===== config.mk =====
export PLATFORM = sky130hd
export DESIGN_NAME = seg_scan_decoder_flat
export DESIGN_NICKNAME = d
export VERILOG_FILES = /design/src/rtl/seg_scan_decoder_if.sv /design/src/rtl/seg_scan_decoder.sv /design/src/flat_wrapper.sv
export SDC_FILE = /design/constraint.sdc
export NUM_CORES = 1
export LEC_CHECK = 0
export CORE_ASPECT_RATIO = 0.5
export CORE_MARGIN = 3
export CORE_UTILIZATION = 45
export CTS_CLUSTER_SIZE = 30
export DETAILED_ROUTE_END_ITERATION = 12
export SYNTH_ARGS = -nofsm -noshare
export SYNTH_HDL_FRONTEND = slang
export SYNTH_SLANG_ARGS = --single-unit

===== constraint.sdc =====
create_clock -name clock -period 2.9 [get_ports clock]
set_clock_uncertainty 0.05 [all_clocks]
set_input_delay 0.58 -clock clock [delete_from_list [all_inputs] [get_ports clock]]
set_output_delay 0.58 -clock clock [all_outputs]
set_load 0.02 [all_outputs]

===== src/rtl/seg_scan_decoder_if.sv =====
// Scanned seven-segment bus plus the decoded frame published by seg_scan_decoder.
// master drives the scan lines; slave (the decoder) returns the published frame.
interface seg_scan_decoder_if;
  logic [6:0]  segment;
  logic [3:0]  digit_en;
  logic [15:0] digits;
  logic [3:0]  blank_mask;
  logic [3:0]  bad_mask;
  logic        frame_valid;
  logic        link_ok;

  modport master (
    output segment, digit_en,
    input  digits, blank_mask, bad_mask, frame_valid, link_ok
  );

  modport slave (
    input  segment, digit_en,
    output digits, blank_mask, bad_mask, frame_valid, link_ok
  );
endinterface


===== src/rtl/seg_scan_decoder.sv =====
// Rebuilds BCD digits from a scanned 4-digit seven-segment bus; publishes after STABLE_FRAMES repeats.
// Latency SETTLE_CYCLES+2 from last digit enable to frame_valid; no backpressure, pure monitor.
module seg_scan_decoder #(
  parameter int SETTLE_CYCLES  = 8,
  parameter int STABLE_FRAMES  = 3,
  parameter int TIMEOUT_CYCLES = 65535
) (
  input  logic               clock,
  input  logic               reset,
  seg_scan_decoder_if.slave  bus
);

  typedef enum logic [1:0] {WAIT, SETTLE, DONE} state_t;

  localparam logic [7:0]  SETTLE_LIM = 8'(SETTLE_CYCLES);
  localparam logic [3:0]  STABLE_LIM = 4'(STABLE_FRAMES);
  localparam logic [15:0] TO_MAX     = 16'(TIMEOUT_CYCLES);

  state_t      state, state_nxt;
  logic [6:0]  seg_r, seg_p;
  logic [3:0]  en_r, en_p;
  logic [7:0]  settle_cnt, settle_nxt;
  logic        sample;
  logic        en_onehot;

  logic [3:0]  cap_mask;
  logic [15:0] work_code;
  logic [3:0]  work_blank, work_bad;
  logic [23:0] prev_frame;
  logic        prev_vld;
  logic [3:0]  match_cnt, match_nxt;
  logic [15:0] to_cnt;

  logic        frame_done, same, publish, timeout_hit;
  logic [3:0]  code;

  function automatic logic [3:0] decode(input logic [6:0] s);
    case (s)
      7'h3F:   decode = 4'h0;
      7'h06:   decode = 4'h1;
      7'h5B:   decode = 4'h2;
      7'h4F:   decode = 4'h3;
      7'h66:   decode = 4'h4;
      7'h6D:   decode = 4'h5;
      7'h7D:   decode = 4'h6;
      7'h07:   decode = 4'h7;
      7'h7F:   decode = 4'h8;
      7'h6F:   decode = 4'h9;
      7'h00:   decode = 4'hF;
      default: decode = 4'hE;
    endcase
  endfunction

  assign en_onehot = (en_r != 4'b0) && ((en_r & (en_r - 4'd1)) == 4'b0);
  assign code      = decode(seg_r);

  always_ff @(posedge clock) begin
    if (reset) begin
      state      <= WAIT;
      settle_cnt <= 8'd0;
    end else begin
      state      <= state_nxt;
      settle_cnt <= settle_nxt;
    end
  end

  always_comb begin
    state_nxt  = state;
    settle_nxt = settle_cnt;
    sample     = 1'b0;
    case (state)
      WAIT: begin
        if (en_onehot) begin
          settle_nxt = 8'd1;
          state_nxt  = SETTLE;
        end
      end
      SETTLE: begin
        if ((en_r != en_p) || (seg_r != seg_p) || !en_onehot) begin
          state_nxt = WAIT;
        end else begin
          settle_nxt = settle_cnt + 8'd1;
          if (settle_nxt >= SETTLE_LIM) begin
            sample    = 1'b1;
            state_nxt = DONE;
          end
        end
      end
      DONE: begin
        if (en_r != en_p) state_nxt = WAIT;
      end
      default: state_nxt = WAIT;
    endcase
  end

  // Frame bookkeeping: completion is evaluated on the cycle after the mask fills.
  assign frame_done  = (cap_mask == 4'hF);
  assign same        = prev_vld && ({work_code, work_blank, work_bad} == prev_frame);
  assign match_nxt   = !frame_done ? match_cnt :
                       !same       ? 4'd1 :
                       (match_cnt == 4'd15) ? 4'd15 : match_cnt + 4'd1;
  // A saturated repeat must not count as "becoming" STABLE_FRAMES again.
  assign publish     = frame_done && (match_nxt == STABLE_LIM) && (!same || match_cnt != 4'd15);
  assign timeout_hit = !frame_done && (to_cnt == TO_MAX - 16'd1);

  always_ff @(posedge clock) begin
    if (reset) begin
      seg_r       <= 7'd0;
      seg_p       <= 7'd0;
      en_r        <= 4'd0;
      en_p        <= 4'd0;
      cap_mask    <= 4'd0;
      work_code   <= 16'd0;
      work_blank  <= 4'd0;
      work_bad    <= 4'd0;
      prev_frame  <= 24'd0;
      prev_vld    <= 1'b0;
      match_cnt   <= 4'd0;
      to_cnt      <= 16'd0;
      bus.digits      <= 16'h0000;
      bus.blank_mask  <= 4'hF;
      bus.bad_mask    <= 4'h0;
      bus.frame_valid <= 1'b0;
      bus.link_ok     <= 1'b0;
    end else begin
      seg_r <= bus.segment;
      en_r  <= bus.digit_en;
      seg_p <= seg_r;
      en_p  <= en_r;

      cap_mask <= (frame_done ? 4'd0 : cap_mask) | (sample ? en_r : 4'd0);
      for (int n = 0; n < 4; n++) begin
        if (sample && en_r[n]) begin
          work_code[n*4 +: 4] <= code;
          work_blank[n]       <= (seg_r == 7'h00);
          work_bad[n]         <= (code == 4'hE);
        end
      end

      if (frame_done) begin
        prev_frame <= {work_code, work_blank, work_bad};
        prev_vld   <= 1'b1;
        to_cnt     <= 16'd0;
      end else if (to_cnt != TO_MAX) begin
        to_cnt <= to_cnt + 16'd1;
      end

      match_cnt <= timeout_hit ? 4'd0 : match_nxt;

      bus.frame_valid <= publish;
      if (publish) begin
        bus.digits     <= work_code;
        bus.blank_mask <= work_blank;
        bus.bad_mask   <= work_bad;
      end

      if (timeout_hit)  bus.link_ok <= 1'b0;
      else if (publish) bus.link_ok <= 1'b1;
    end
  end

endmodule


===== src/flat_wrapper.sv =====
// flat-port wrapper written by rule: the top's interface ports become plain ports
module seg_scan_decoder_flat 
#(
  parameter int SETTLE_CYCLES  = 8,
  parameter int STABLE_FRAMES  = 3,
  parameter int TIMEOUT_CYCLES = 65535
)
  (clock, reset, bus_segment, bus_digit_en, bus_digits, bus_blank_mask, bus_bad_mask, bus_frame_valid, bus_link_ok);
  seg_scan_decoder_if bus_i ();
  input  logic clock;
  input  logic reset;
  input wire logic [$bits(bus_i.segment)-1:0] bus_segment;
  input wire logic [$bits(bus_i.digit_en)-1:0] bus_digit_en;
  output wire logic [$bits(bus_i.digits)-1:0] bus_digits;
  output wire logic [$bits(bus_i.blank_mask)-1:0] bus_blank_mask;
  output wire logic [$bits(bus_i.bad_mask)-1:0] bus_bad_mask;
  output wire logic [$bits(bus_i.frame_valid)-1:0] bus_frame_valid;
  output wire logic [$bits(bus_i.link_ok)-1:0] bus_link_ok;
  assign bus_i.segment = bus_segment;
  assign bus_i.digit_en = bus_digit_en;
  assign bus_digits = bus_i.digits;
  assign bus_blank_mask = bus_i.blank_mask;
  assign bus_bad_mask = bus_i.bad_mask;
  assign bus_frame_valid = bus_i.frame_valid;
  assign bus_link_ok = bus_i.link_ok;
  seg_scan_decoder #(.SETTLE_CYCLES(SETTLE_CYCLES), .STABLE_FRAMES(STABLE_FRAMES), .TIMEOUT_CYCLES(TIMEOUT_CYCLES)) u_core (.clock(clock), .reset(reset), .bus(bus_i));
endmodule

==> flow_summary.toml, run 1 <==
[worst_setup_path]
end_kind = "register"
critPathBufInv = 0
critPathTopFamily = "simple AND/OR/NAND/NOR gates"
crit_path_cell_trace = "or4b_2 -> o311a_2 -> nor4_4 -> nand3b_1 -> mux2i_1 -> nor2_1"
cp.arrival_ns = 2.85
slowest_stage = "or4b_2"
start_kind = "register"
crit_path_start = "u_core.en_r[2]$_SDFF_PP0_"
r2r-end = "u_core.work_blank[2]$_SDFFE_PP0P_"
rrSetupSlack_ns = 0.28
critPathKind = "reg -> reg"
worstPathRequired_ns = 3.12
r2r_start = "u_core.en_r[2]$_SDFF_PP0_"
cp.depth = 6
cp-endpoint = "u_core.work_blank[2]$_SDFFE_PP0P_"
rr_worst_depth = 6
path_max_fanout = 12
slowest_delay_ns = 0.71

[detailed_routing]
top_layer = "met4"
m1WireLength_um = 6400
vias = 4592
drc = 0
dr.pass1.iters = 5
ant_nets = 0
dr_wl_met2_um = 5600
vias_per_cell = 5.35
drt-total-wl_um = 12700
post_drt_wl_per_cell_um = 14.7
route.met3.wl_um = 575
drtIter0Drc = 350

[global_routing]
antenna_found_initial = 0
grt_pass1_wl_um = 21400
grt.total_usage_pct = 19.0
grt_max_degree = 53
grt_overflow = 0
grt_pass1_vias = 4169

[placed_design]
dp.cells = 826
placed_cell_area_um2 = 6210
dp_slack_ns = 0.293
place_congestion = 0.831
port_buffers = 38
place_hpwl_um = 8340

[clocking]
insertion_delay_ns = 0.40
htree_levels = 4
cts_tree = "yes"
clock_tree.root_cell = "clkbuf_16"
cts.clk_slew.worst_paths_ns = 0.06
cts.repair.resized = 0
cts_buffers = 17
clock_tree.buffer_depth = 2
cts_hold_buf = 0
numClockSinks = 131
post_cts_buffers = 0

[logic_synthesis]
synth_top_cell_by_area = "dfxtp_1"
syn_inst = 647
ys_warn_count = 0
syn_area_per_cell_um2 = 8.75
synth_cell_type_count = 55
ys_seq_area_share_pct = 46.3
ys_seq_elements = 131
synth.top_cells.by_area = "dfxtp_1 46%, a21oi_1 5.7%, nand2_1 5.6%"
synth_nets = 664
netlist.area_leader.share_pct = 46.3
ys.flop_type = "dfxtp_1"
synth_edf_count = 0
async_flop_share_pct = 0
netlist_area_um2 = 5660

[timing]
hold_slack_ns = 0.398
setup_violations = 0
slew_headroom_pct = 64.5
rsz0062_at_grt = "no"
hold_viol_final = 0
max_freq_mhz = 381
slew_viol_final = 0
worstMarginPinSlew_ns = 0.533
fin_crit_ns = 2.62
final.setup.tns_ns = 0
fin_ws_ns = 0.275
period_share_pct = 90.5

[final_layout]
postLayoutCellArea_um2 = 6820
fin_util_pct = 56.6
fin_cells = 858
fin_nets = 697
mostFrequentLayoutCells = "131 x dfxtp_1, 84 x nand2_1, 64 x a21oi_1"
multi_input_area_um2 = 2850
n_fill_cell = 1104
final_common_cell = "dfxtp_1"
drive_above_1_share_pct = 9.67
seq_area_um2 = 2620
n_antenna_cell = 0
area_delta_synth_final_pct = 20.5

[floorplanning]
initial_core_util_pct = 47.0
core_um2 = 12100
io_pins = 39
die_area_um2 = 14000
die_h_um = 85.3
rows = 28
die_w_um = 165

[pwr]
finalPower_mw = 4.21
p_leak_nw = 2.45
power_density_nw_per_um2 = 618
ir_drop_uv = 328

[run]
maxCapViolCount = 0

[worst_hold_path]
worstHoldStart = "u_core.bus.digits[8]$_SDFFE_PP0P_"
hp-class = "reg -> reg"

[status]
status = "finished, final reports clean"
## cell type report
class / count / area share [%]
multi-input cells: 466 / 41.8
flip-flops and latches: 131 / 38.4
repair buffers: 53 / 7.19
clock buffers: 19 / 6.64
well taps: 165 / 3.03
clock inverters: 13 / 2.33
inverters: 11 / 0.605
## cell families (layout without fill, tap and decap cells)
family / count (synthesis) / in the layout / synth area share [%]
flip-flops: 131 / 131 / 46.3
AO/OA/AOI/OAI: 118 / 118 / 12.5
adder cells (fa/ha/maj): 4 / 4 / 0.884
AND/OR/NAND/NOR: 277 / 277 / 26.0
XOR/XNOR: 52 / 52 / 8.18
buffers and inverters: 50 / 96 / 3.49
multiplexers: 15 / 15 / 2.67
## sequential cells by signal, indices dropped and copies added (netlist names)
signal                  count
u_core.work_code           16
u_core.prev_frame          24
u_core.work_bad             4
u_core.to_cnt              16
u_core.bus.bad_mask         4
u_core.bus.digits          16
u_core.match_cnt            4
u_core.en_r                 4
u_core.bus.frame_valid      1
u_core.seg_r                7
u_core.bus.link_ok          1
u_core.cap_mask             4
u_core.seg_p                7
u_core.state                2
u_core.prev_vld             1
u_core.work_blank           4
u_core.bus.blank_mask       4
u_core.settle_cnt           8
u_core.en_p                 4
## routing by layer
layer  vias to the layer above  track usage, %
met5                         -               0
li1                       2312               -
met3                         7            3.90
met2                        94            28.0
met1                      2179            27.7
met4                         0            6.09
## cell usage after synthesis, types with 14 or more instances
| cell type | instances |
|---|---|
| a21oi_1 | 64 |
| clkbuf_1 | 36 |
| dfxtp_1 | 131 |
| mux2i_1 | 14 |
| nand2_1 | 84 |
| nand2b_1 | 16 |
| nand3_1 | 32 |
| nand3b_1 | 14 |
| nand4_1 | 14 |
| nor2_1 | 43 |
| nor2b_1 | 21 |
| o21ai_0 | 21 |
| xnor2_1 | 31 |
| xor2_1 | 20 |
## report_power, final
group	internal [mW]	switching (mW)	leakage (nW)	total, mW
Combinational	0.0733	0.0923	1.09	0.166
Clock	1.40	0.806	0.295	2.20
Sequential	1.82	0.0266	1.06	1.85
## worst min-delay path by stage
stage	end	slack [ns]	cells past startpoint
final	u_core.bus.digits[8]$_SDFFE_PP0P_	0.40	2
after global routing	u_core.bus.digits[12]$_SDFFE_PP0P_	0.42	2
after CTS	u_core.bus.digits[14]$_SDFFE_PP0P_	0.40	2
after detailed placement	u_core.bus.digits[14]$_SDFFE_PP0P_	0.39	2
after global placement	u_core.bus.link_ok$_SDFFE_PP0P_	0.39	2
after floorplan	u_core.prev_vld$_SDFFE_PP0P_	0.38	2
## worst min-delay path, cell delays in order (launching register included)
cell     delay [ns]
dfxtp_1        0.31
nand2_1        0.05
a21oi_1        0.05
Note: power is estimated with default switching activity, not from simulation.
==> run 2, diff against run 1 <==
--- a/config.mk
+++ b/config.mk
@@ -10,6 +10,8 @@
 export CORE_UTILIZATION = 45
 export CTS_CLUSTER_SIZE = 30
 export DETAILED_ROUTE_END_ITERATION = 12
+export REMOVE_ABC_BUFFERS = 1
+export SLEW_MARGIN = 20
 export SYNTH_ARGS = -nofsm -noshare
 export SYNTH_HDL_FRONTEND = slang
 export SYNTH_SLANG_ARGS = --single-unit
==> flow_summary.toml, run 2 (synthesis gave the netlist of run 1 again) <==
[status]
status = "finished, final reports clean"

[clocking]
clock_tree.root_cell = "clkbuf_16"
cts.repair.resized = 0
insertion_delay_ns = 0.41
cts.clk_slew.worst_paths_ns = 0.06
post_cts_buffers = 0
htree_levels = 4
clock_tree.buffer_depth = 2
cts_tree = "yes"
numClockSinks = 131
cts_buffers = 17
cts_hold_buf = 0

[final_layout]
largest_register_ffs = 24
fin_cells = 864
drive_above_1_share_pct = 10.2
top_register = "u_core.prev_frame"
n_antenna_cell = 0
final_common_cell = "dfxtp_1"
area_delta_synth_final_pct = 22.6
fin_util_pct = 57.6
postLayoutCellArea_um2 = 6940
fin_nets = 703
mostFrequentLayoutCells = "131 x dfxtp_1, 84 x nand2_1, 64 x a21oi_1"

[timing]
period_share_pct = 92.0
fin_ws_ns = 0.233
worstMarginPinSlew_ns = 0.517
max_freq_mhz = 375
final.setup.tns_ns = 0
setup_violations = 0
slew_headroom_pct = 65.2
fin_crit_ns = 2.67
hold_slack_ns = 0.397
slew_viol_final = 0
hold_viol_final = 0
rsz0062_at_grt = "no"

[placed_design]
port_buffers = 38
place_hpwl_um = 8280
place_congestion = 0.777
dp.cells = 832
dp_slack_ns = 0.254
placed_cell_area_um2 = 6250

[floorplanning]
initial_core_util_pct = 47.0
core_um2 = 12100
die_w_um = 165
die_h_um = 85.3
die_area_um2 = 14000
io_pins = 39
rows = 28

[pwr]
p_clk_share_pct = 55.5
p_leak_nw = 2.51
ir_drop_uv = 336
power_frac_seq_pct = 40.7
power_density_nw_per_um2 = 652
swShare_pct = 20.5
p_switching_uw = 929
comb_power_share_pct = 3.8
finalPower_mw = 4.53
p_int_mw = 3.60

[global_routing]
antenna_found_initial = 0
grt.total_usage_pct = 19.2
grt_overflow = 0
grt_pass1_wl_um = 21500
grt_max_degree = 43
grt_pass1_vias = 4372

[detailed_routing]
drtIter0Drc = 251
post_drt_wl_per_cell_um = 14.5
vias_per_cell = 5.29
ant_nets = 0
vias = 4574
drc = 0
drt-total-wl_um = 12600
dr.pass1.iters = 4

[worst_setup_path]
start_kind = "register"
path_max_fanout = 12
rrSetupSlack_ns = 0.23
worstPathRequired_ns = 3.13
crit_path_cell_trace = "or4b_2 -> o311a_2 -> nor4_4 -> nand3b_1 -> mux2i_1 -> nor2_1"
critPathKind = "reg -> reg"
slowest_delay_ns = 0.71
slowest_stage = "or4b_2"
critPathTopFamily = "simple AND/OR/NAND/NOR gates"
critPathBufInv = 0
cp.arrival_ns = 2.90
end_kind = "register"

[run]
maxCapViolCount = 0

[worst_hold_path]
hp-class = "reg -> reg"
run 2: changes by cell type in the layout (fill, tap and decap cells not counted):
| cell | delta |
|---|---|
| clkinvlp_4 | -1 |
| bufinv_16 | +4 |
| clkbuf_1 | +2 |
| clkinv_2 | -3 |
| buf_4 | +6 |
| clkbuf_8 | -2 |
run 2: per-layer routing:
layer  vias to the layer above  global-route usage (%)  part of all wire (%)
li1                       2319                       -                     -
met1                      2160                    26.6                    51
met2                        80                    29.5                    45
met3                        15                    4.44                   3.8
met4                         0                    6.39                   1.1
met5                         -                       0                     0
run 2: worst min-delay path: stages, from the launching register on:
cell and delay (ns):
dfxtp_1 0.30, nand2_1 0.05, a21oi_1 0.05
run 2: power groups by stage:
stage / Clock, mW / Combinational [mW] / Sequential [mW]
floorplan: 0 / 0.0941 / 1.88
global placement: 0 / 0.172 / 1.88
detailed placement: 0 / 0.172 / 1.88
CTS: 2.55 / 0.174 / 1.84
global route: 2.64 / 0.191 / 1.85
finish: 2.51 / 0.172 / 1.84
run 2: worst paths after layout:
kind	from	endpoint	cells after the start
max	u_core.en_r[2]$_SDFF_PP0_	u_core.work_blank[2]$_SDFFE_PP0P_	6
min	u_core.bus.digits[3]$_SDFFE_PP0P_	u_core.bus.digits[3]$_SDFFE_PP0P_	2
max reg2reg	u_core.en_r[2]$_SDFF_PP0_	u_core.work_blank[2]$_SDFFE_PP0P_	6
min reg2reg	u_core.bus.digits[3]$_SDFFE_PP0P_	u_core.bus.digits[3]$_SDFFE_PP0P_	2
run 2: cell type report:
type,instances,area (um^2)
Fill cell,1098,5110
Tap cell,165,206
Multi-Input combinational cell,466,2850
Inverter,11,41.3
Sequential cell,131,2620
Timing Repair Buffer,59,536
Clock buffer,19,433
Clock inverter,13,256
